===== src/rtl/apb3_pkg.sv =====
// Shared types for the APB3 step initiator: FSM states, default widths and
// the command/response records at those default widths.
package apb3_pkg;

    localparam int DEF_ADDR_W = 32;
    localparam int DEF_DATA_W = 32;

    typedef enum logic [1:0] {
        IDLE   = 2'd0,
        SETUP  = 2'd1,
        ACCESS = 2'd2,
        RESP   = 2'd3
    } apb_state_e;

    typedef struct packed {
        logic                  write;
        logic [DEF_ADDR_W-1:0] addr;
        logic [DEF_DATA_W-1:0] wdata;
    } apb_cmd_t;

    typedef struct packed {
        logic [DEF_DATA_W-1:0] rdata;
        logic                  err;
    } apb_rsp_t;

endpackage


===== src/rtl/apb3_cmd_fifo.sv =====
// Synchronous command FIFO. Pointers carry one extra wrap bit so that
// full and empty are told apart without a separate counter.
module apb3_cmd_fifo #(
    parameter int DEPTH = 4,
    parameter int W     = 65
) (
    input  logic         clk_i,
    input  logic         rst_i,
    input  logic         push_i,
    input  logic         pop_i,
    input  logic [W-1:0] din_i,
    output logic [W-1:0] dout_o,
    output logic         full_o,
    output logic         empty_o
);
    localparam int AW = $clog2(DEPTH);

    logic [W-1:0] mem_q [DEPTH];
    logic [AW:0]  wptr_q, wptr_d, rptr_q, rptr_d;
    logic         push_en, pop_en;

    assign empty_o = (wptr_q == rptr_q);
    assign full_o  = (wptr_q[AW] != rptr_q[AW]) && (wptr_q[AW-1:0] == rptr_q[AW-1:0]);
    assign push_en = push_i && !full_o;
    assign pop_en  = pop_i && !empty_o;
    assign dout_o  = mem_q[rptr_q[AW-1:0]];

    always_comb begin
        wptr_d = wptr_q;
        rptr_d = rptr_q;
        if (push_en) wptr_d = wptr_q + (AW+1)'(1);
        if (pop_en)  rptr_d = rptr_q + (AW+1)'(1);
    end

    always_ff @(posedge clk_i) begin
        if (rst_i) begin
            wptr_q <= '0;
            rptr_q <= '0;
        end else begin
            wptr_q <= wptr_d;
            rptr_q <= rptr_d;
        end
    end

    always_ff @(posedge clk_i) begin
        if (push_en) mem_q[wptr_q[AW-1:0]] <= din_i;
    end

endmodule


===== src/rtl/apb3_step_initiator.sv =====
// APB3 initiator: drains queued commands one at a time through SETUP/ACCESS
// and holds each response until consumed. APB_TIMEOUT_EN adds an ACCESS wait limit.
module apb3_step_initiator
    import apb3_pkg::*;
#(
    parameter int ADDR_W      = DEF_ADDR_W,
    parameter int DATA_W      = DEF_DATA_W,
    parameter int FIFO_DEPTH  = 4,
    parameter int TIMEOUT_CYC = 255
) (
    input  logic              PCLK,
    input  logic              PRESERN,
    input  logic              cmd_valid,
    output logic              cmd_ready,
    input  logic              cmd_write,
    input  logic [ADDR_W-1:0] cmd_addr,
    input  logic [DATA_W-1:0] cmd_wdata,
    output logic              rsp_valid,
    input  logic              rsp_ready,
    output logic [DATA_W-1:0] rsp_rdata,
    output logic              rsp_err,
    output logic              busy,
    output logic              PSEL,
    output logic              PENABLE,
    output logic              PWRITE,
    output logic [ADDR_W-1:0] PADDR,
    output logic [DATA_W-1:0] PWDATA,
    input  logic [DATA_W-1:0] PRDATA,
    input  logic              PREADY,
    input  logic              PSLVERR
);
    localparam int CMD_W = 1 + ADDR_W + DATA_W;

    apb_state_e        state_q, state_d;
    logic              psel_q, psel_d, penable_q, penable_d, pwrite_q, pwrite_d;
    logic [ADDR_W-1:0] paddr_q, paddr_d;
    logic [DATA_W-1:0] pwdata_q, pwdata_d, rsp_rdata_q, rsp_rdata_d;
    logic              rsp_valid_q, rsp_valid_d, rsp_err_q, rsp_err_d;

    logic              fifo_full, fifo_empty, fifo_pop, tmo_hit;
    logic [CMD_W-1:0]  fifo_din, fifo_dout;

    assign fifo_din = {cmd_write, cmd_addr, cmd_wdata};
    assign fifo_pop = (state_q == IDLE) && !fifo_empty;

    apb3_cmd_fifo #(.DEPTH(FIFO_DEPTH), .W(CMD_W)) u_fifo (
        .clk_i   (PCLK),
        .rst_i   (PRESERN),
        .push_i  (cmd_valid),
        .pop_i   (fifo_pop),
        .din_i   (fifo_din),
        .dout_o  (fifo_dout),
        .full_o  (fifo_full),
        .empty_o (fifo_empty)
    );

`ifdef APB_TIMEOUT_EN
    localparam int TMO_W = $clog2(TIMEOUT_CYC + 1);
    logic [TMO_W-1:0] tmo_q;

    // Hit on the last allowed wait cycle, so the abort edge ends wait cycle TIMEOUT_CYC.
    assign tmo_hit = (tmo_q == TMO_W'(TIMEOUT_CYC - 1));

    always_ff @(posedge PCLK) begin
        if (PRESERN)                          tmo_q <= '0;
        else if (state_q == SETUP)            tmo_q <= '0;
        else if (state_q == ACCESS && !PREADY) tmo_q <= tmo_q + TMO_W'(1);
    end
`else
    assign tmo_hit = 1'b0;
`endif

    always_ff @(posedge PCLK) begin
        if (PRESERN) begin
            state_q     <= IDLE;
            psel_q      <= 1'b0;
            penable_q   <= 1'b0;
            pwrite_q    <= 1'b0;
            paddr_q     <= '0;
            pwdata_q    <= '0;
            rsp_valid_q <= 1'b0;
            rsp_rdata_q <= '0;
            rsp_err_q   <= 1'b0;
        end else begin
            state_q     <= state_d;
            psel_q      <= psel_d;
            penable_q   <= penable_d;
            pwrite_q    <= pwrite_d;
            paddr_q     <= paddr_d;
            pwdata_q    <= pwdata_d;
            rsp_valid_q <= rsp_valid_d;
            rsp_rdata_q <= rsp_rdata_d;
            rsp_err_q   <= rsp_err_d;
        end
    end

    always_comb begin
        state_d = state_q;
        case (state_q)
            IDLE:    if (!fifo_empty) state_d = SETUP;
            SETUP:   state_d = ACCESS;
            ACCESS:  if (PREADY || tmo_hit) state_d = RESP;
            RESP:    if (rsp_ready) state_d = IDLE;
            default: state_d = IDLE;
        endcase
    end

    always_comb begin
        psel_d      = psel_q;
        penable_d   = penable_q;
        pwrite_d    = pwrite_q;
        paddr_d     = paddr_q;
        pwdata_d    = pwdata_q;
        rsp_valid_d = rsp_valid_q;
        rsp_rdata_d = rsp_rdata_q;
        rsp_err_d   = rsp_err_q;
        case (state_q)
            IDLE: begin
                if (!fifo_empty) begin
                    {pwrite_d, paddr_d, pwdata_d} = fifo_dout;
                    psel_d    = 1'b1;
                    penable_d = 1'b0;
                end
            end
            SETUP: penable_d = 1'b1;
            ACCESS: begin
                // PREADY takes priority over an abort in the same cycle.
                if (PREADY) begin
                    psel_d      = 1'b0;
                    penable_d   = 1'b0;
                    rsp_valid_d = 1'b1;
                    rsp_rdata_d = pwrite_q ? '0 : PRDATA;
                    rsp_err_d   = PSLVERR;
                end else if (tmo_hit) begin
                    psel_d      = 1'b0;
                    penable_d   = 1'b0;
                    rsp_valid_d = 1'b1;
                    rsp_rdata_d = '0;
                    rsp_err_d   = 1'b1;
                end
            end
            RESP: if (rsp_ready) rsp_valid_d = 1'b0;
            default: ;
        endcase
    end

    assign cmd_ready = !fifo_full;
    assign busy      = !fifo_empty || (state_q != IDLE);
    assign PSEL      = psel_q;
    assign PENABLE   = penable_q;
    assign PWRITE    = pwrite_q;
    assign PADDR     = paddr_q;
    assign PWDATA    = pwdata_q;
    assign rsp_valid = rsp_valid_q;
    assign rsp_rdata = rsp_rdata_q;
    assign rsp_err   = rsp_err_q;

endmodule


===== config.mk =====
export PLATFORM = sky130hd
export DESIGN_NAME = apb3_step_initiator
export DESIGN_NICKNAME = d
export VERILOG_FILES = /design/src/rtl/apb3_pkg.sv /design/src/rtl/apb3_cmd_fifo.sv /design/src/rtl/apb3_step_initiator.sv
export SDC_FILE = /design/constraint.sdc
export NUM_CORES = 1
export LEC_CHECK = 0
export ABC_CLOCK_PERIOD_IN_PS = 6700
export CORE_ASPECT_RATIO = 1.2
export CORE_MARGIN = 4
export CORE_UTILIZATION = 55
export CTS_BUF_LIST = sky130_fd_sc_hd__clkbuf_4 sky130_fd_sc_hd__clkbuf_8
export DETAILED_ROUTE_END_ITERATION = 10
export MAX_ROUTING_LAYER = met4
export PLACE_DENSITY = 0.81
export RECOVER_POWER = 100
export SLEW_MARGIN = 0
export SYNTH_ARGS = -nofsm -noshare
export SYNTH_HDL_FRONTEND = slang
export SYNTH_HIERARCHICAL = 1
export SYNTH_SLANG_ARGS = --single-unit

===== constraint.sdc =====
create_clock -name PCLK -period 6.7 [get_ports PCLK]
set_input_delay 1.005 -clock PCLK [delete_from_list [all_inputs] [get_ports PCLK]]
set_output_delay 1.005 -clock PCLK [all_outputs]
set_load 0.03 [all_outputs]

Word level (Yosys, flattened, before mapping)
Memories as Yosys holds them, arrays and structs flattened. A register that Yosys moved wholly into a read port is not among the register bits.
Index checks and enable logic that the tools add are counted.
{"block": "word_totals", "reg_bits": 44, "latchBits": 0, "mem_bits_rw": 260, "rom_bits": 0, "in_bits": 103, "output_inout_bits": 103, "elab_cells": 54, "memories": 1}
{"block": "classes", "n_addsub": 2, "mul": 0, "div": 0, "magnitude_cmp": 0, "eq_ne": 9, "shift": 0, "muxes": 15, "bitwise": 1, "n_reduce_logical": 18}
{"memory": "u_fifo.mem_q", "depth": 4, "width": 65, "rd": 1, "rd_clocked_by_memory_dff": 1, "write_ports": 1, "line": "apb3_cmd_fifo.sv:18", "text": "logic [W-1:0] mem_q [DEPTH];"}
{"operator": "32-bit two-way mux", "count": 1}
{"operator": "3-bit AND reduction", "count": 4}
{"operator": "2-bit one-hot mux with 4 select lines", "count": 1}
{"operator": "1-bit two-way mux", "count": 7}
{"operator": "3-bit by 1-bit adder with 3-bit output (second input constant)", "count": 2}
{"operator": "2-bit two-way mux", "count": 3}
{"operator": "2-bit inequality test (second input constant)", "count": 3}
{"operator": "2-bit nonzero test", "count": 3}
{"operator": "2-bit equality test (second input constant)", "count": 2}
{"operator": "1-bit logical AND", "count": 4}
{"operator": "1-bit one-hot mux with 2 select lines", "count": 2}
{"operator": "2-bit AND reduction", "count": 2}
{"operator": "3-bit equality test", "count": 1}
{"operator": "1-bit one-hot mux with 3 select lines", "count": 1}
{"operator": "3-bit nonzero test", "count": 1}
{"operator": "2-bit by 1-bit equality test with 1-bit output (second input constant)", "count": 1}
{"operator": "2-bit equality test", "count": 1}
{"operator": "1-bit zero test", "count": 2}
{"operator": "2-bit zero test", "count": 1}
{"operator": "1-bit logical OR", "count": 1}
{"operator": "1-bit inequality test", "count": 1}
{"operator": "1-bit inverter", "count": 1}

Depth between registers and ports, before layout
Gate-level depths: netlist (run 1).
{"block": "depth", "ltp_word": 6, "depth_mapped": 10, "depth_no_buf": 8}

Hierarchy
Netlist (run 1), hierarchy kept.
{"mod": "apb3_cmd_fifo", "n_inst": 1, "cells_per_inst": 407, "area_per_inst_um2": 9933.3, "seq_area_each_um2": 7967.6}
{"mod": "apb3_step_initiator", "n_inst": 1, "cells_per_inst": 467, "area_per_inst_um2": 3819.9, "seq_area_each_um2": 2062.0}

Worst setup path after synthesis (run 1)
Ideal clock, no wire load.
{"block": "synth_path", "kind": "input-to-reg", "from": "input cmd_valid", "to": "memory u_fifo.mem_q[3][0] (enable)", "setup_time_ps": 527, "arrival_time_ps": 4373, "required_ps": 6173, "path_slack_ps": 1800, "cell_stages": 2, "path_buffers": 0, "path_cell_list": "nand2_1 > a31oi_1"}
{"block": "synth_between", "elab_chain_cells": 3}
{"element": "start: declaration", "line": "apb3_step_initiator.sv:13", "text": "input logic cmd_valid,"}
{"element": "1-bit logical AND", "line": "apb3_cmd_fifo.sv:24", "text": "assign push_en = push_i && !full_o;"}
{"element": "1-bit two-way mux", "line": "apb3_cmd_fifo.sv:46", "text": "if (push_en) mem_q[wptr_q[AW-1:0]] <= din_i;"}
{"element": "1-bit two-way mux (implied by the code)", "line": "apb3_cmd_fifo.sv:46"}
{"element": "end: declaration", "line": "apb3_cmd_fifo.sv:18"}
No other way between the ends.

Worst setup path in the final report (run 1)
{"block": "layout_path", "from": "register u_fifo.wptr_q[1]", "to": "register u_fifo.rptr_q[2]"}
{"block": "layout_between", "elab_chain_cells": 4}
{"element": "start: declaration", "line": "apb3_cmd_fifo.sv:19", "text": "logic [AW:0] wptr_q, wptr_d, rptr_q, rptr_d;"}
{"element": "start signal: assignment", "line": "apb3_cmd_fifo.sv:40", "text": "wptr_q <= wptr_d;"}
{"element": "3-bit equality test *", "line": "apb3_cmd_fifo.sv:22", "text": "assign empty_o = (wptr_q == rptr_q);"}
{"element": "via fifo_empty", "line": "apb3_step_initiator.sv:40", "text": "logic fifo_full, fifo_empty, fifo_pop, tmo_hit;"}
{"element": "1-bit zero test *", "line": "apb3_cmd_fifo.sv:25, apb3_step_initiator.sv:44"}
{"element": "1-bit logical AND", "line": "apb3_step_initiator.sv:44", "text": "assign fifo_pop = (state_q == IDLE) && !fifo_empty;"}
{"element": "1-bit logical AND *", "line": "apb3_cmd_fifo.sv:25", "text": "assign pop_en = pop_i && !empty_o;"}
{"element": "end signal: assignment", "line": "apb3_cmd_fifo.sv:41", "text": "rptr_q <= rptr_d;"}
{"element": "end: declaration", "line": "apb3_cmd_fifo.sv:19"}
The timed path passes the listed nets; every way through them passes the cells marked *.
A chain may end at the register's enable or synchronous reset.

==> flow_metrics.py, run 1 <==
metrics = {
    "clock_tree": {
        "cts_max_path_buffers": 3,
        "cts_tree": "yes",
        "clk_root_buffer_cell": "sky130_fd_sc_hd__clkbuf_8",
        "cts-resized-gates": 0,
        "post_cts_hold_buffer_count": 0,
        "cts_inserted_buffers": 54,
        "insertion_delay_of_the_later_clocked_pin_in_the_worst_skew_pair_ns": 0.59,
        "clock_sinks": 371,
        "clk_pin_slew_ns": 0.07,
        "cts_max_level": 2,
        "post_cts_setup_driven_buffer_insertion_count": 0,
    },
    "floorplan": {
        "start_util_pct": 55.7,
        "core_area_um2": 24700,
        "io-pin-count": 206,
        "die_y_extent_um": 181,
        "core.rowCount": 63,
        "fp.dieArea_um2": 27600,
        "die_w_um": 152,
    },
    "logic_synthesis": {
        "synth-adder-area-share_pct": 0.910,
        "synthCells": 874,
        "synth_top_area_share_pct": 56.8,
        "netlist_area_um2": 13800,
        "compound_cell_area_share_of_the_yosys_netlist_pct": 4.79,
        "synth.area.top_cells": "sky130_fd_sc_hd__edfxtp_1, sky130_fd_sc_hd__dfxtp_1, sky130_fd_sc_hd__mux4_2",
        "ys_seq_area_share_pct": 72.9,
        "synthXorXnorAreaFrac_pct": 0.382,
        "post_synth.cell_area_avg_um2": 15.7,
        "synth.area.mux_share_pct": 10.8,
        "postSynthNetCount": 987,
        "synth-simple-area-share_pct": 7.88,
        "main_combinational_cell_family_by_area_after_synthesis": "multiplexers",
        "synth_cell_types": 40,
        "ys_warn_count": 6,
        "yosys_register_bits": 371,
        "library_cell_with_the_largest_summed_area_after_synthesis": "sky130_fd_sc_hd__edfxtp_1",
    },
    "routing": {
        "drt-wirelength-per-cell_um": 19.2,
        "drt-initial-drc-count": 484,
        "met1_length_um": 11100,
        "drt-total-wl_um": 28100,
        "remaining_drc_errors": 0,
        "avgViaCountPerCell": 5.46,
        "dr.pass1.iters": 5,
        "top_layer": "met4",
        "antenna_left": 0,
        "dr_wl_met2_um": 14900,
        "vias": 7974,
        "detailroute.wirelength.met3_um": 1520,
    },
    "grt": {
        "grt_overflow_total": 0,
        "first_pass_grt_wire_length_um": 45200,
        "groute.usage.overall_pct": 21.1,
        "number_of_antenna_violations_at_the_first_check_in_global_routing": 4,
        "first_global_vias": 8400,
        "grt_max_degree": 67,
    },
    "sta": {
        "period_needed_ns": 5.06,
        "final_sum_of_negative_setup_slack_ns": 0,
        "period_share_pct": 75.5,
        "timing_max_transition_violations_final": 336,
        "slew_headroom_pct": -182,
        "grt_setup_unrepaired": "false",
        "finalClockSkew_ns": 0.0252,
        "report.final.hold_viol_count": 0,
        "finalSetupViolCount": 0,
        "worst-slew-pin-transition_ns": 4.23,
        "final.hold.worst_slack_ns": 0.447,
        "postLayoutSetupSlackWorst_ns": 1.64,
        "maxClockFrequency_ghz": 0.198,
    },
    "power_and_ir_drop": {
        "static_leakage_nw": 5.93,
        "power.density_cell_area_nw_per_um2": 416,
        "worst_ir_drop_vdd_uv": 257,
        "report.power.total_mw": 7.14,
    },
    "setup_path": {
        "critPathLaunchType": "flop",
        "crit_slowest_cell": "sky130_fd_sc_hd__clkbuf_1",
        "path_cells": "xnor2_1 > nand2_1 > nor2_1 > nand2b_4 > inv_1 > clkbuf_1 > nand2_1 > a211o_1 > a31oi_1",
        "req_time_crit_path_ns": 7.18,
        "cpPeakStageDelay_ns": 1.37,
        "cpMostUsedCell": "sky130_fd_sc_hd__nand2_1",
        "setup_crit_end_kind": "flop",
        "crit_fanout": 66,
        "setup.worst_path.start": "u_fifo/wptr_q[1]$_SDFFE_PP0P_",
        "crit_arrival_ns": 5.54,
        "reg2reg_to": "u_fifo/rptr_q[2]$_SDFFE_PP0P_",
        "critical_path.reg2reg.startpoint": "u_fifo/wptr_q[1]$_SDFFE_PP0P_",
        "rrSetupSlack_ns": 1.64,
        "path_class": "flop to flop",
        "number_of_cell_instances_on_the_worst_register_to_register_path": 9,
    },
    "placement": {
        "place_congestion": 0.846,
        "post-dp-hpwl_um": 16300,
        "placedInstanceArea_um2": 16000,
        "dp.cells": 1356,
        "place.port_buffers": 205,
        "dp_slack_ns": 2.77,
    },
    "finish": {
        "multi_input_area_um2": 3420,
        "final.fill_count": 1663,
        "area_delta_synth_final_pct": 24.7,
        "final-instance-count-excl-fill": 1461,
        "utilization_pct": 69.5,
        "num-nets-final": 1200,
        "most-common-layout-cells": "sky130_fd_sc_hd__edfxtp_1, sky130_fd_sc_hd__nand2_1, sky130_fd_sc_hd__dlygate4sd3_1",
        "share_of_post_route_cells_with_drive_strength_above_1_pct": 14.9,
        "final_common_cell": "sky130_fd_sc_hd__edfxtp_1",
        "seqCellArea_um2": 10000,
        "stdcell_area_um2": 17200,
    },
    "min_path": {
        "hold_start": "rsp_rdata[2]$_SDFFE_PP0P_",
        "number_of_cells_on_the_worst_hold_path": 2,
        "hold_path.class": "flop to flop",
        "hold_path_sink": "rsp_rdata[2]$_SDFFE_PP0P_",
    },
    "outcome": {
        "failed_checks": "max-capacitance violations, max-slew violations",
        "run_status": "finished with violations",
    },
    "flow_run": {
        "drv_cap": 6,
    },
}
[cell usage after synthesis]
library cell,instances
sky130_fd_sc_hd__nand3b_1,33
sky130_fd_sc_hd__buf_1,4
sky130_fd_sc_hd__nand4_1,2
sky130_fd_sc_hd__and3_1,1
sky130_fd_sc_hd__nand2_1,171
sky130_fd_sc_hd__nor2b_1,2
sky130_fd_sc_hd__a41oi_1,2
sky130_fd_sc_hd__edfxtp_1,260
sky130_fd_sc_hd__buf_6,1
sky130_fd_sc_hd__clkbuf_1,13
sky130_fd_sc_hd__mux4_2,65
sky130_fd_sc_hd__dfxtp_1,111
sky130_fd_sc_hd__a211oi_2,1
sky130_fd_sc_hd__nand2b_1,5
sky130_fd_sc_hd__nor2_1,3
sky130_fd_sc_hd__xor2_1,3
sky130_fd_sc_hd__and2_4,1
sky130_fd_sc_hd__inv_2,1
sky130_fd_sc_hd__o21bai_1,1
sky130_fd_sc_hd__a211o_1,1
sky130_fd_sc_hd__clkbuf_4,1
sky130_fd_sc_hd__nand3_1,3
sky130_fd_sc_hd__or3_1,1
sky130_fd_sc_hd__xnor2_1,3
sky130_fd_sc_hd__or3_4,1
sky130_fd_sc_hd__or4_1,1
sky130_fd_sc_hd__nor3b_1,4
sky130_fd_sc_hd__clkbuf_8,1
sky130_fd_sc_hd__mux2i_1,2
sky130_fd_sc_hd__buf_4,10
sky130_fd_sc_hd__inv_1,9
sky130_fd_sc_hd__nor3_1,2
sky130_fd_sc_hd__a31oi_1,4
sky130_fd_sc_hd__o21ai_0,6
sky130_fd_sc_hd__a21oi_1,102
sky130_fd_sc_hd__buf_2,22
sky130_fd_sc_hd__ha_1,10
sky130_fd_sc_hd__o211ai_1,5
sky130_fd_sc_hd__a211o_2,1
sky130_fd_sc_hd__and2_1,5
[state kept, by name, indices dropped and copies added (netlist names), 2 cells and up, named ones only]
register	flops
rsp_rdata	32
PWDATA	32
u_fifo/wptr_q	3
PADDR	32
u_fifo/rptr_q	3
u_fifo/mem_q	260
state_q	2
[cell families after synthesis]
kind of cell,count (synthesis)
AO/OA/AOI/OAI,123
XOR/XNOR,6
adder cells (fa/ha/maj),10
buffers and inverters,62
flip-flops,371
multiplexers,67
AND/OR/NAND/NOR,235
[how the worst max path moves through the flow]
stage,end,slack (ns),depth (start not counted)
floorplan,u_fifo/mem_q[3][0]$_DFFE_PP_,1.80,2
global placement,flop,2.89,9
detailed placement,u_fifo/rptr_q[0]$_SDFFE_PP0P_,2.77,9
CTS,busy,2.74,6
global route,u_fifo/rptr_q[2]$_SDFFE_PP0P_,1.16,9
finish,u_fifo/rptr_q[2]$_SDFFE_PP0P_,1.64,9
[critical path: cells and delay by family (launching register included)]
kind | cells | cell delay (ns)
buffers and inverters | 2 | 2.57
AND/OR/NAND/NOR | 4 | 1.11
flip-flops | 1 | 0.50
AO/OA/AOI/OAI | 2 | 0.50
XOR/XNOR | 1 | 0.26
[routing by layer]
metal / global-route usage [%] / up-vias
met2: 36.3 / 252
li1: - / 3702
met4: 7.37 / 0
met5: - / -
met1: 25.3 / 3981
met3: 4.00 / 39
[cell type report]
class | instances | area share (%)
inverter | 10 | 0.219
clock inverter | 16 | 0.933
multi-input combinational | 441 | 19.9
clock buffer | 85 | 5.91
tap | 325 | 2.37
timing repair buffer | 209 | 12.1
antenna | 4 | 0.0583
sequential | 371 | 58.5
[power by group]
group / switching (mW) / internal [mW] / leakage (nW)
sequential: 0.248 / 2.93 / 3.29
combinational: 1.29 / 0.776 / 2.01
clock: 0.816 / 1.08 / 0.619
total: 2.35 / 4.79 / 5.93
(Power assumes the default switching activity.)
==> run 2: changes to the inputs <==
Settings changed: ABC_CLOCK_PERIOD_IN_PS 6700 to 4800.
Clock period 6.7 ns to 4.8 ns, I/O delays scaled along.
==> flow_metrics.py, run 2 (synthesized netlist as in run 1, its figures left out) <==
metrics = {
    "clock_tree": {
        "cts_inserted_buffers": 54,
        "clock_sinks": 371,
        "insertion_delay_of_the_later_clocked_pin_in_the_worst_skew_pair_ns": 0.57,
        "cts_max_path_buffers": 3,
        "post_cts_setup_driven_buffer_insertion_count": 0,
        "cts_tree": "yes",
        "clk_pin_slew_ns": 0.06,
        "post_cts_hold_buffer_count": 0,
        "cts_max_level": 2,
        "clk_root_buffer_cell": "sky130_fd_sc_hd__clkbuf_8",
        "cts-resized-gates": 0,
    },
    "grt": {
        "groute.usage.overall_pct": 20.3,
        "number_of_antenna_violations_at_the_first_check_in_global_routing": 6,
        "grt_overflow_total": 0,
        "first_pass_grt_wire_length_um": 43800,
        "grt_max_degree": 73,
        "first_global_vias": 8179,
    },
    "finish": {
        "most-common-layout-cells": "sky130_fd_sc_hd__edfxtp_1, sky130_fd_sc_hd__nand2_1, sky130_fd_sc_hd__dlygate4sd3_1",
        "num-nets-final": 1200,
        "area_delta_synth_final_pct": 24.6,
        "final_common_cell": "sky130_fd_sc_hd__edfxtp_1",
        "final.fill_count": 1634,
        "share_of_post_route_cells_with_drive_strength_above_1_pct": 15.2,
        "stdcell_area_um2": 17100,
        "largest_register_ffs": 260,
    },
    "sta": {
        "finalClockSkew_ns": 0.0164,
        "worst-slew-pin-transition_ns": 1.97,
        "final_sum_of_negative_setup_slack_ns": 0,
        "finalSetupViolCount": 0,
        "timing_max_transition_violations_final": 299,
        "period_needed_ns": 3.85,
        "period_share_pct": 80.1,
        "slew_headroom_pct": -31.6,
        "maxClockFrequency_ghz": 0.260,
        "report.final.hold_viol_count": 0,
        "grt_setup_unrepaired": "false",
    },
    "power_and_ir_drop": {
        "worst_ir_drop_vdd_uv": 427,
        "static_leakage_nw": 5.92,
        "power.density_cell_area_nw_per_um2": 575,
    },
    "floorplan": {
        "fp.dieArea_um2": 27600,
        "core.rowCount": 63,
        "die_y_extent_um": 181,
        "start_util_pct": 55.7,
        "die_w_um": 152,
        "io-pin-count": 206,
        "core_area_um2": 24700,
    },
    "min_path": {
        "hold_path.class": "flop to flop",
        "hold_start": "rsp_rdata[31]$_SDFFE_PP0P_",
    },
    "setup_path": {
        "setup.worst_path.start": "u_fifo/rptr_q[0]$_SDFFE_PP0P_",
        "crit_fanout": 72,
        "timing.critical_path.max_delay_family": "simple AND/OR/NAND/NOR gates",
        "crit_slowest_cell": "sky130_fd_sc_hd__nand2b_2",
        "critical_path.reg2reg.startpoint": "u_fifo/rptr_q[0]$_SDFFE_PP0P_",
        "crit_arrival_ns": 4.27,
        "req_time_crit_path_ns": 5.22,
        "path_cells": "xnor2_1 > nand2_1 > nor2_1 > nand2b_2 > inv_2 > buf_4 > nor3b_1 > a21oi_1 > o211ai_1",
        "sum_of_buffers_and_inverters_on_the_critical_path": 2,
        "path_class": "flop to flop",
        "setup_crit_end_kind": "flop",
        "cpPeakStageDelay_ns": 1.12,
        "critPathLaunchType": "flop",
    },
    "outcome": {
        "run_status": "finished with violations",
        "failed_checks": "max-capacitance violations, max-slew violations",
    },
    "placement": {
        "post-dp-hpwl_um": 16500,
        "place.port_buffers": 205,
        "place_congestion": 0.833,
        "placedInstanceArea_um2": 16000,
    },
    "routing": {
        "antenna_left": 0,
        "drt-total-wl_um": 27400,
        "remaining_drc_errors": 0,
        "avgViaCountPerCell": 5.49,
        "drt-initial-drc-count": 446,
        "vias": 8020,
        "dr.pass1.iters": 4,
        "drt-wirelength-per-cell_um": 18.7,
    },
    "flow_run": {
        "drv_cap": 5,
    },
}
==> run 2: area by class of cell <==
class                      instances  area (µm²)  share of cell area [%]
sequential                       371       10000                    58.6
multi-input combinational        441        3420                    19.9
inverter                          10        37.5                   0.219
clock inverter                    20         171                    1.00
tap                              325         407                    2.37
timing repair buffer             209        2080                    12.1
antenna                            5        12.5                  0.0730
clock buffer                      81         977                    5.70
==> run 2: report_power, final <==
group	switching, mW	leakage (nW)	internal (mW)
Combinational	1.76	2.02	1.08
Sequential	0.349	3.29	4.07
Clock	1.12	0.614	1.47
Total	3.23	5.92	6.62
==> run 2: worst reg2reg max path: stages, from the launching register on <==
cell                       delay [ns]
sky130_fd_sc_hd__dfxtp_1         0.38
sky130_fd_sc_hd__xnor2_1         0.61
sky130_fd_sc_hd__nand2_1         0.27
sky130_fd_sc_hd__nor2_1          0.28
sky130_fd_sc_hd__nand2b_2        1.13
sky130_fd_sc_hd__inv_2           0.02
sky130_fd_sc_hd__buf_4           0.41
sky130_fd_sc_hd__nor3b_1         0.27
sky130_fd_sc_hd__a21oi_1         0.23
sky130_fd_sc_hd__o211ai_1        0.13
==> run 2: metal layers <==
layer,up-vias,GRT usage [%],wire length [µm]
li1,3710,-,-
met2,279,33.7,14400
met3,49,4.05,1600
met4,0,6.40,582
met1,3982,25.6,10800
met5,-,-,0
==> run 2: per-stage QoR <==
step           worst slack (ns)  power [mW]  utilization [%]  std cells  hold WS (ns)
6_report                  0.954        9.85             69.5       1462         0.444
3_5_place_dp               1.41        7.50             64.8       1356         0.444
2_1_floorplan            0.0371        6.42                -        874         0.494
3_3_place_gp               1.48        7.45             64.8       1356         0.438
4_1_cts                    1.11        10.1             69.5       1457         0.452
5_1_grt                   0.553        10.4             69.5       1462         0.463
==> run 2: final timing paths <==
check | to | slack [ns] | cells past startpoint
hold / removal | rsp_rdata[31]$_SDFFE_PP0P_ | 0.44 | 2
setup reg to reg | u_fifo/rptr_q[0]$_SDFFE_PP0P_ | 0.95 | 9
hold reg to reg | rsp_rdata[31]$_SDFFE_PP0P_ | 0.44 | 2
setup / recovery | u_fifo/rptr_q[0]$_SDFFE_PP0P_ | 0.95 | 9
